==> src/rtl/muldiv_pkg.sv <==
// muldiv_pkg: shared op encodings and FSM
// state type for the M-extension unit.
package muldiv_pkg;

  typedef enum logic [2:0] {
    OP_MUL    = 3'd0,
    OP_MULH   = 3'd1,
    OP_MULHSU = 3'd2,
    OP_MULHU  = 3'd3,
    OP_DIV    = 3'd4,
    OP_DIVU   = 3'd5,
    OP_REM    = 3'd6,
    OP_REMU   = 3'd7
  } op_e;

  typedef enum logic [1:0] {
    S_IDLE = 2'd0,
    S_MUL  = 2'd1,
    S_DIV  = 2'd2,
    S_DONE = 2'd3
  } state_e;

endpackage

==> src/rtl/muldiv_div_core.sv <==
// muldiv_div_core: restoring radix-2 divider,
// one quotient bit per cycle on magnitudes.
module muldiv_div_core
  import muldiv_pkg::*;
#(
  parameter int XLEN = 32
) (
  input  logic            clk,
  input  logic            rst,
  input  logic            kill_i,
  input  logic            start_i,
  input  logic            signed_i,
  input  logic [XLEN-1:0] dividend_i,
  input  logic [XLEN-1:0] divisor_i,
  output logic            done_o,
  output logic [XLEN-1:0] quotient_o,
  output logic [XLEN-1:0] remainder_o
);

  localparam int CW = $clog2(XLEN + 1);

  logic            run_q;
  logic [CW-1:0]   cnt_q;
  logic [XLEN-1:0] quo_q;
  logic [XLEN-1:0] rem_q;
  logic [XLEN-1:0] dvs_q;
  logic            negq_q;
  logic            negr_q;

  logic            a_neg;
  logic            b_neg;
  logic [XLEN-1:0] a_mag;
  logic [XLEN-1:0] b_mag;
  logic [XLEN:0]   shifted;
  logic [XLEN:0]   diff;

  // operand magnitudes and one restoring step
  always_comb begin
    a_neg   = signed_i & dividend_i[XLEN-1];
    b_neg   = signed_i & divisor_i[XLEN-1];
    a_mag   = a_neg ? -dividend_i : dividend_i;
    b_mag   = b_neg ? -divisor_i : divisor_i;
    shifted = {rem_q, quo_q[XLEN-1]};
    diff    = shifted - {1'b0, dvs_q};
  end

  // iteration state: load on start, shift per cycle
  always_ff @(posedge clk) begin
    if (rst) begin
      run_q  <= 1'b0;
      cnt_q  <= '0;
      quo_q  <= '0;
      rem_q  <= '0;
      dvs_q  <= '0;
      negq_q <= 1'b0;
      negr_q <= 1'b0;
    end else if (kill_i) begin
      run_q <= 1'b0;
      cnt_q <= '0;
    end else if (start_i) begin
      run_q  <= 1'b1;
      cnt_q  <= CW'(XLEN);
      quo_q  <= a_mag;
      rem_q  <= '0;
      dvs_q  <= b_mag;
      negq_q <= a_neg ^ b_neg;
      negr_q <= a_neg;
    end else if (run_q) begin
      if (cnt_q != '0) begin
        cnt_q <= cnt_q - 1'b1;
        if (!diff[XLEN]) begin
          rem_q <= diff[XLEN-1:0];
          quo_q <= {quo_q[XLEN-2:0], 1'b1};
        end else begin
          rem_q <= shifted[XLEN-1:0];
          quo_q <= {quo_q[XLEN-2:0], 1'b0};
        end
      end else begin
        run_q <= 1'b0;
      end
    end
  end

  assign done_o      = run_q & (cnt_q == '0);
  assign quotient_o  = negq_q ? -quo_q : quo_q;
  assign remainder_o = negr_q ? -rem_q : rem_q;

endmodule

==> src/rtl/muldiv_unit.sv <==
// muldiv_unit: RV32/64 M-extension unit with
// pipelined-latency multiply and iterative divide.
module muldiv_unit
  import muldiv_pkg::*;
#(
  parameter int XLEN       = 32,
  parameter int MUL_STAGES = 2
) (
  input  logic            clk,
  input  logic            rst,
  input  logic            in_valid,
  output logic            in_ready,
  input  logic [2:0]      op,
  input  logic [XLEN-1:0] rs1,
  input  logic [XLEN-1:0] rs2,
  input  logic [4:0]      rd_in,
  input  logic            flush,
  output logic            out_valid,
  input  logic            out_ready,
  output logic [XLEN-1:0] result,
  output logic [4:0]      rd_out,
  output logic            busy
);

  localparam logic [2:0] MUL_LAST =
    3'(MUL_STAGES - 1);
  localparam logic [XLEN-1:0] MIN_NEG =
    {1'b1, {(XLEN-1){1'b0}}};

  state_e          state_q;
  op_e             op_q;
  logic [XLEN-1:0] a_q;
  logic [XLEN-1:0] b_q;
  logic [2:0]      mcnt_q;
  logic            spec_q;
  logic            out_valid_q;
  logic [XLEN-1:0] result_q;
  logic [4:0]      rd_out_q;

  logic            accept;
  logic            in_sgn;
  logic            in_zero;
  logic            in_ovf;
  logic            div_start;
  logic            div_done;
  logic [XLEN-1:0] div_quo;
  logic [XLEN-1:0] div_rem;

  logic            sa;
  logic            sb;
  logic [2*XLEN-1:0] a_ext;
  logic [2*XLEN-1:0] b_ext;
  logic [2*XLEN-1:0] prod;
  logic [XLEN-1:0] mul_res;
  logic [XLEN-1:0] spec_res;
  logic [XLEN-1:0] div_res;

  assign in_ready  = (state_q == S_IDLE);
  assign busy      = (state_q != S_IDLE);
  assign out_valid = out_valid_q;
  assign result    = result_q;
  assign rd_out    = rd_out_q;

  // request decode; divide corner cases skip the core
  always_comb begin
    accept    = in_valid & in_ready & ~flush;
    in_sgn    = ~op[0];
    in_zero   = (rs2 == '0);
    in_ovf    = in_sgn & (rs1 == MIN_NEG) & (&rs2);
    div_start = accept & op[2] & ~in_zero & ~in_ovf;
  end

  // product and result selection from latched operands
  always_comb begin
    sa    = op_q inside {OP_MUL, OP_MULH, OP_MULHSU};
    sb    = op_q inside {OP_MUL, OP_MULH};
    a_ext = {{XLEN{sa & a_q[XLEN-1]}}, a_q};
    b_ext = {{XLEN{sb & b_q[XLEN-1]}}, b_q};
    prod  = a_ext * b_ext;
    if (op_q == OP_MUL) mul_res = prod[XLEN-1:0];
    else                mul_res = prod[2*XLEN-1:XLEN];
    if (b_q == '0) spec_res = op_q[1] ? a_q : '1;
    else           spec_res = op_q[1] ? '0 : a_q;
    div_res = op_q[1] ? div_rem : div_quo;
  end

  muldiv_div_core #(
    .XLEN(XLEN)
  ) u_div (
    .clk        (clk),
    .rst        (rst),
    .kill_i     (flush),
    .start_i    (div_start),
    .signed_i   (in_sgn),
    .dividend_i (rs1),
    .divisor_i  (rs2),
    .done_o     (div_done),
    .quotient_o (div_quo),
    .remainder_o(div_rem)
  );

  // control FSM with registered result outputs
  always_ff @(posedge clk) begin
    if (rst) begin
      state_q     <= S_IDLE;
      op_q        <= OP_MUL;
      a_q         <= '0;
      b_q         <= '0;
      mcnt_q      <= '0;
      spec_q      <= 1'b0;
      out_valid_q <= 1'b0;
      result_q    <= '0;
      rd_out_q    <= '0;
    end else if (flush) begin
      state_q     <= S_IDLE;
      mcnt_q      <= '0;
      spec_q      <= 1'b0;
      out_valid_q <= 1'b0;
    end else begin
      unique case (state_q)
        S_IDLE: begin
          if (accept) begin
            op_q     <= op_e'(op);
            a_q      <= rs1;
            b_q      <= rs2;
            rd_out_q <= rd_in;
            mcnt_q   <= '0;
            spec_q   <= op[2] & (in_zero | in_ovf);
            state_q  <= op[2] ? S_DIV : S_MUL;
          end
        end
        S_MUL: begin
          if (mcnt_q == MUL_LAST) begin
            state_q     <= S_DONE;
            out_valid_q <= 1'b1;
            result_q    <= mul_res;
          end else begin
            mcnt_q <= mcnt_q + 1'b1;
          end
        end
        S_DIV: begin
          if (spec_q) begin
            state_q     <= S_DONE;
            out_valid_q <= 1'b1;
            result_q    <= spec_res;
          end else if (div_done) begin
            state_q     <= S_DONE;
            out_valid_q <= 1'b1;
            result_q    <= div_res;
          end
        end
        S_DONE: begin
          if (out_ready) begin
            state_q     <= S_IDLE;
            out_valid_q <= 1'b0;
          end
        end
        default: state_q <= S_IDLE;
      endcase
    end
  end

endmodule
==> config.mk <==
export PLATFORM = sky130hd
export DESIGN_NAME = muldiv_unit
export DESIGN_NICKNAME = d
export VERILOG_FILES = /design/src/rtl/muldiv_pkg.sv /design/src/rtl/muldiv_div_core.sv /design/src/rtl/muldiv_unit.sv
export SDC_FILE = /design/constraint.sdc
export NUM_CORES = 2
export LEC_CHECK = 0
export CORE_UTILIZATION = 50
export DETAILED_ROUTE_END_ITERATION = 16
export GPL_TIMING_DRIVEN = 0
export PLACE_DENSITY = 0.75
export SETUP_SLACK_MARGIN = 0.3
export SLEW_MARGIN = 20
export SYNTH_ARGS = -nofsm -noshare
export SYNTH_HDL_FRONTEND = slang
export SYNTH_SLANG_ARGS = --single-unit
==> constraint.sdc <==
create_clock -name clk -period 10.8 [get_ports clk]
set_clock_uncertainty 0.15 [all_clocks]
set_input_delay 1.08 -clock clk [delete_from_list [all_inputs] [get_ports clk]]
set_output_delay 1.08 -clock clk [all_outputs]
set_load 0.01 [all_outputs]
# Yosys cells after proc, flatten, opt, wreduce, memory -nomap -nowiden
# Cells that the tools add are included.
# word_totals
reg_bits,216
in_bits,77
out_inout_bits,40
wordCells,125
# op_classes
add_sub_neg,7
mul,1
n_eq_ne,12
mux,42
bitwise_logic,19
n_reduce_logical,27
# ops
cell,n
32-bit 2-to-1 mux,19
32-bit negator,4
32-bit zero test,2
33-bit by 33-bit multiplier with 64-bit output,1
32-bit one-hot mux with 2 select lines,1
33-bit by 32-bit subtractor with 33-bit output,1
32-bit == test (second input constant),1
32-bit AND reduction,1
6-bit 2-to-1 mux,3
1-bit AND,13
2-bit 2-to-1 mux,6
4-bit AND reduction,3
2-bit nonzero test,6
3-bit AND reduction,3
1-bit 2-to-1 mux,8
2-bit one-hot mux with 4 select lines,1
2-bit AND reduction,4
3-bit by 1-bit == test with 1-bit output (second input constant),2
6-bit zero test,1
3-bit 2-to-1 mux,2
2-bit inequality test (second input constant),3
3-bit one-hot mux with 2 select lines,1
3-bit nonzero test,2
6-bit nonzero test,1
other kinds (15),19

# Longest topological paths before layout
# logic_depth
word_depth,8
mapped_depth,33
mapped_depth_nobuf,30

# Cells and area by module
# A second synthesis with hierarchy kept.
# unflattened
cells_unflattened,6215
area_unflattened_um2,52315.2
# modules_own_cells
module,n_inst,cells_each,area_each_um2,seq_area_each_um2
muldiv_unit,1,5086,43855.8,2222.1
muldiv_div_core,1,1129,8459.4,2102.0

# Worst setup path after synthesis
# No wires, ideal clock.
# synth_path
path_kind,register to register
from,register a_q[31]
to,register result_q[29] (netlist: result[29])
setup_ns,0.134
arrival_ns,8.637
t_required_ns,10.516
path_slack_ns,1.880
path_stages_with_launch,32
path_buffers,4
period_less_slack_ns,8.920
cell_sequence,dfxtp_1 -> clkbuf_1 -> inv_1 -> a211oi_1 -> clkbuf_1 -> clkbuf_1 -> nand2_1 -> fa_1 -> inv_1 -> fa_1 -> fa_1 -> inv_1 -> fa_1 -> inv_1 -> fa_1 -> fa_1 -> fa_1 -> inv_1 -> fa_1 -> inv_1 -> ha_1 -> clkbuf_1 -> nand2_1 -> o21ai_0 -> a41o_1 -> nand2b_1 -> a2111o_1 -> a21oi_1 -> o41ai_1 -> a221o_1 -> a31oi_1 -> a211oi_1
# synth_via
elab_chain_cells,5
# synth_lines
element,line_no,source
from (decl),muldiv_unit.sv:32,logic [XLEN-1:0] a_q;
from (signal assigned),muldiv_unit.sv:124,a_q <= rs1;
1-bit AND,muldiv_unit.sv:77,"a_ext = {{XLEN{sa & a_q[XLEN-1]}}, a_q};"
33-bit by 33-bit multiplier with 64-bit output (*),muldiv_unit.sv:79,prod = a_ext * b_ext;
32-bit 2-to-1 mux (*),muldiv_unit.sv:80,if (op_q == OP_MUL) mul_res = prod[XLEN-1:0];
32-bit 2-to-1 mux (*),muldiv_unit.sv:133,if (mcnt_q == MUL_LAST) begin
32-bit one-hot mux with 2 select lines (*),muldiv_unit.sv:120,unique case (state_q)
to (signal assigned),muldiv_unit.sv:136,result_q <= mul_res;
to (signal assigned),muldiv_unit.sv:145,result_q <= spec_res;
to (signal assigned),muldiv_unit.sv:149,result_q <= div_res;
to (decl),muldiv_unit.sv:37,logic [XLEN-1:0] result_q;
# Mark *: on every way between the ends. The rest lies on a longest branch, timed or not. The select of a mux whose other input is x is not followed.
# A chain may end at the register's enable or synchronous reset.

# Worst setup path in the final report
# layout_path
from,register op_q[1]
to,register result_q[16] (netlist: result[16])
# layout_via
elab_chain_cells,7
word_cells_on_any_way,17
classes_between,1 x mul; 2 x eq/ne; 9 x mux; 2 x bitwise; 3 x reduce/logical
# layout_lines
element,line_no,source
from (decl),muldiv_unit.sv:31,op_e op_q;
from (signal assigned),muldiv_unit.sv:123,op_q <= op_e'(op);
"3-bit by 1-bit == test with 1-bit output, or another cell as far along","muldiv_unit.sv:75, muldiv_unit.sv:76",
3-bit nonzero test or 2-bit nonzero test (tied branches),"muldiv_unit.sv:75, muldiv_unit.sv:76",
1-bit AND (on tied branches),"muldiv_unit.sv:77, muldiv_unit.sv:78",
33-bit by 33-bit multiplier with 64-bit output,muldiv_unit.sv:79,
32-bit 2-to-1 mux,muldiv_unit.sv:80,
32-bit 2-to-1 mux,muldiv_unit.sv:133,
32-bit one-hot mux with 2 select lines (*),muldiv_unit.sv:120,
# Marked as above.

==> metrics.md <==
| Metric | Value |
|---|---|
| Setup-failing EPs final | `0` |
| Post-Place Cell Area | `55000 um^2` |
| Clock tree from TritonCTS | `done` |
| Final critical delay including setup and external delays | `10.48 ns` |
| Mux cell area share after synthesis | `0.350%` |
| DRC violation total after the first TritonRoute iteration | `5435` |
| Hold violation total from the final report | `0` |
| Leftover overflow at the end of global routing | `0` |
| Post-DR wirelength/cell | `26.2 um` |
| Final count of pins violating max slew | `0` |
| Arithmetic-cell share of the synthesized area counting full adders, half adders and majority gates | `49.7%` |
| Synth Warn # | `0` |
| Synthesized-area fraction occupied by ao, oa, aoi and oai cells | `9.65%` |
| Number of distinct standard cells referenced by the synthesized netlist | `86` |
| Vias per cell | `5.87` |
| Area growth syn-to-layout | `7.46%` |
| Power share of the combinational group | `50.1%` |
| EDFF count, synth | `0` |
| Switching power | `1620 uW` |
| Count of port buffers added during placement | `109` |
| Number of nets in the layout | `7836` |
| Max-Slew Margin vs Limit | `10.1%` |
| Antenna-violating nets left | `0` |
| Share of layout cells above drive strength 1 | `2.13%` |
| GRT Util Overall | `38.5%` |
| Highest attainable clock frequency | `95.4 MHz` |
| Initial cell density of the core | `50.4%` |
| Kind of launch point of the worst setup path | `flip-flop` |
| Crit path required time | `11.04 ns` |
| Maximum level of the CTS H-tree | `1` |
| Post-Place Setup Slack | `-0.885 ns` |
| Area of the core | `103000 um^2` |
| Number of sinks handled by clock tree synthesis | `216` |
| Vertical die dimension | `325 um` |
| Synth area leaders | `sky130_fd_sc_hd__fa_1, sky130_fd_sc_hd__inv_1, sky130_fd_sc_hd__dfxtp_1` |
| Switching Fraction | `46.1%` |
| Die extent in x | `325 um` |
| Synthesized-area fraction occupied by xor and xnor cells | `3.72%` |
| Cell accounting for the most synthesized area | `sky130_fd_sc_hd__fa_1` |
| Final cell area excluding filler cells | `56100 um^2` |
| Final period util | `97.0%` |
| Post-route total power | `3510 uW` |
| Most common flop cell mapped by yosys | `sky130_fd_sc_hd__dfxtp_1` |
| Type of the most critical hold path | `flip-flop to flip-flop` |
| Reg power frac | `23.9%` |
| Status | `finished, final reports clean` |
| HPWL after DPL | `170000 um` |
| Site row count | `118` |
| CTS Root Cell | `sky130_fd_sc_hd__clkbuf_16` |
| Flop and latch count out of synthesis | `216` |
| Number of top-level pins | `117` |
| Pin count of the biggest net entering global routing | `25` |
| Number of optimization iterations in the first detailed-route pass | `6` |
| Syn nets | `7683` |
| Max-capacitance violation count | `0` |
| Peak supply drop | `0.0000949 V` |
| Critical path class | `flip-flop to flip-flop` |
| Final worst-path setup slack | `0.320 ns` |
| Vias after detailed routing | `45600` |
| Syn avg cell area | `8.38 um^2` |
| Detailed-route DRC error count | `0` |
| Slew at the pin closest to its max-slew limit | `1.35 ns` |
| Reported leakage power | `0.0258 uW` |
| Synth cell count leaders | `sky130_fd_sc_hd__inv_1, sky130_fd_sc_hd__fa_1, sky130_fd_sc_hd__nand2_1` |
| Top-count cell post-synth | `sky130_fd_sc_hd__inv_1` |
| Endpoint kind of the worst setup timing path | `flip-flop` |
| Total Wirelength | `203000 um` |
| Clock transition at the register clock pins on the worst setup and hold paths after CTS | `0.07 ns` |
| TritonCTS buffer count | `23` |
| Power per standard cell area | `62.7 nW/um^2` |
| Share of total power in the clock network | `26.0%` |
| Overall die area | `106000 um^2` |
| Synthesized area | `52200 um^2` |
| Design internal power | `1890 uW` |
| Share of synthesized cell area in and, or, nand and nor gates | `16.2%` |
| Setup repair after global routing missed its margin | `true` |
| Latest clock arrival within the worst-skew pair | `0.56 ns` |
| Largest family of logic cells by synthesized area | `adder cells` |
| Routability Congestion | `1.05` |
| Share of synthesized area occupied by flip-flops and latches | `8.29%` |
| Via count of the first global-routing pass | `45600` |
| Fraction of registers with async set/reset | `0%` |
| Wire length of the first global-routing pass | `297000 um` |
| Fraction of the core area covered by cells at the end of the flow | `54.2%` |
| Number of antenna violations at the first check in global routing | `21` |
| Maximum fanout encountered on the critical timing path | `10` |
| Gate Count Post-Synth | `6223` |
| Synth top area share | `43.2%` |
| Endpoint arrival time on the critical path | `10.72 ns` |
| Clock Tree Buf Depth | `3` |
cells by family after synthesis:
| group | Yosys count |
|---|---|
| compound gates | 794 |
| xor+xnor | 219 |
| fa+ha+maj | 1402 |
| buf+inv | 1660 |
| flops | 216 |
| mux | 18 |
| simple gates | 1914 |
what timing repair did:
action / CTS / global route
endpoints found under the setup margin: 17 / 7
setup buffers: 3 / 15
hold buffers: 0 / 0
pin swaps: 0 / 1
resized for setup: 9 / 34
flip-flops by register name, indices dropped and copies added (netlist names), 5 cells and up:
| signal | cells |
|---|---|
| a_q | 32 |
| b_q | 32 |
| rd_out | 5 |
| result | 32 |
| u_div.cnt_q | 6 |
| u_div.dvs_q | 32 |
| u_div.quo_q | 32 |
| u_div.rem_q | 32 |
critical path: stages (launching register included):
cell and delay (ns):
sky130_fd_sc_hd__dfxtp_1 0.43, sky130_fd_sc_hd__clkbuf_1 0.45, sky130_fd_sc_hd__clkbuf_1 0.58, sky130_fd_sc_hd__nor2_1 0.22, sky130_fd_sc_hd__nand2_1 0.35, sky130_fd_sc_hd__clkbuf_2 0.48, sky130_fd_sc_hd__nor2_1 0.12, sky130_fd_sc_hd__fa_1 0.55
sky130_fd_sc_hd__fa_1 0.45, sky130_fd_sc_hd__fa_1 0.53, sky130_fd_sc_hd__fa_1 0.46, sky130_fd_sc_hd__fa_1 0.57, sky130_fd_sc_hd__fa_1 0.46, sky130_fd_sc_hd__fa_1 0.54, sky130_fd_sc_hd__fa_1 0.48, sky130_fd_sc_hd__ha_1 0.31
sky130_fd_sc_hd__clkbuf_1 0.38, sky130_fd_sc_hd__nand3_1 0.23, sky130_fd_sc_hd__nor3_2 0.52, sky130_fd_sc_hd__a31oi_1 0.19, sky130_fd_sc_hd__a21oi_2 0.57, sky130_fd_sc_hd__o21ai_0 0.30, sky130_fd_sc_hd__o21a_1 0.25, sky130_fd_sc_hd__xnor2_1 0.16
sky130_fd_sc_hd__a211oi_1 0.43, sky130_fd_sc_hd__nor3_1 0.11
worst paths after layout:
path,startpoint,endpoint,slack (ns),cells past startpoint
setup reg to reg,op_q[1],result[16],0.32,25
setup / recovery,op_q[1],result[16],0.32,25
hold / removal,rd_out[0],rd_out[0],0.31,2
hold reg to reg,rd_out[0],rd_out[0],0.31,2
final cells by class:
type / instances / area (um^2)
diodes: 7 / 17.5
plain buffers: 403 / 1590
clock buffers: 29 / 638
clock inverters: 10 / 181
fillers: 9757 / 47400
inverters: 1257 / 4730
multi-input cells: 4347 / 41600
flip-flops and latches: 216 / 4320
well taps: 1380 / 1730
repair buffers: 128 / 1250
through the flow:
stage          setup TNS (ns)  hold slack, ns  instances
2_1_floorplan               0           0.300       6223
3_3_place_gp            -6.83           0.294       7712
3_5_place_dp            -4.95           0.305       7712
4_1_cts                     0           0.313       7754
5_1_grt                     0           0.338       7771
6_report                    0           0.309       7777
power by group through the flow:
stage / logic [uW] / clock network, uW / registers [uW]
floorplan: 1010 / 0 / 850
global placement: 1670 / 0 / 855
detailed placement: 1680 / 0 / 856
CTS: 1700 / 901 / 838
global route: 1860 / 931 / 841
finish: 1760 / 913 / 840
metal layers:
| layer | part of all wire, % | GRT usage, % |
|---|---|---|
| met4 | 7.7 | 23.7 |
| met5 | 0.059 | 0 |
| met2 | 42 | 56.7 |
| met1 | 38 | 51.7 |
| met3 | 12 | 8.65 |
cells in the final DEF, fill, tap and decap left out, types with 109 or more instances in the layout:
master	instances
sky130_fd_sc_hd__clkbuf_1	357
sky130_fd_sc_hd__fa_1	1125
sky130_fd_sc_hd__ha_1	257
sky130_fd_sc_hd__nor2_1	286
sky130_fd_sc_hd__o21ai_0	154
sky130_fd_sc_hd__clkdlybuf4s50_1	109
sky130_fd_sc_hd__xnor2_1	133
sky130_fd_sc_hd__inv_1	1254
sky130_fd_sc_hd__and2_1	286
sky130_fd_sc_hd__nand2_1	1096
sky130_fd_sc_hd__dfxtp_1	216
sky130_fd_sc_hd__a21oi_1	267
Note: power is estimated with default switching activity, not from simulation.
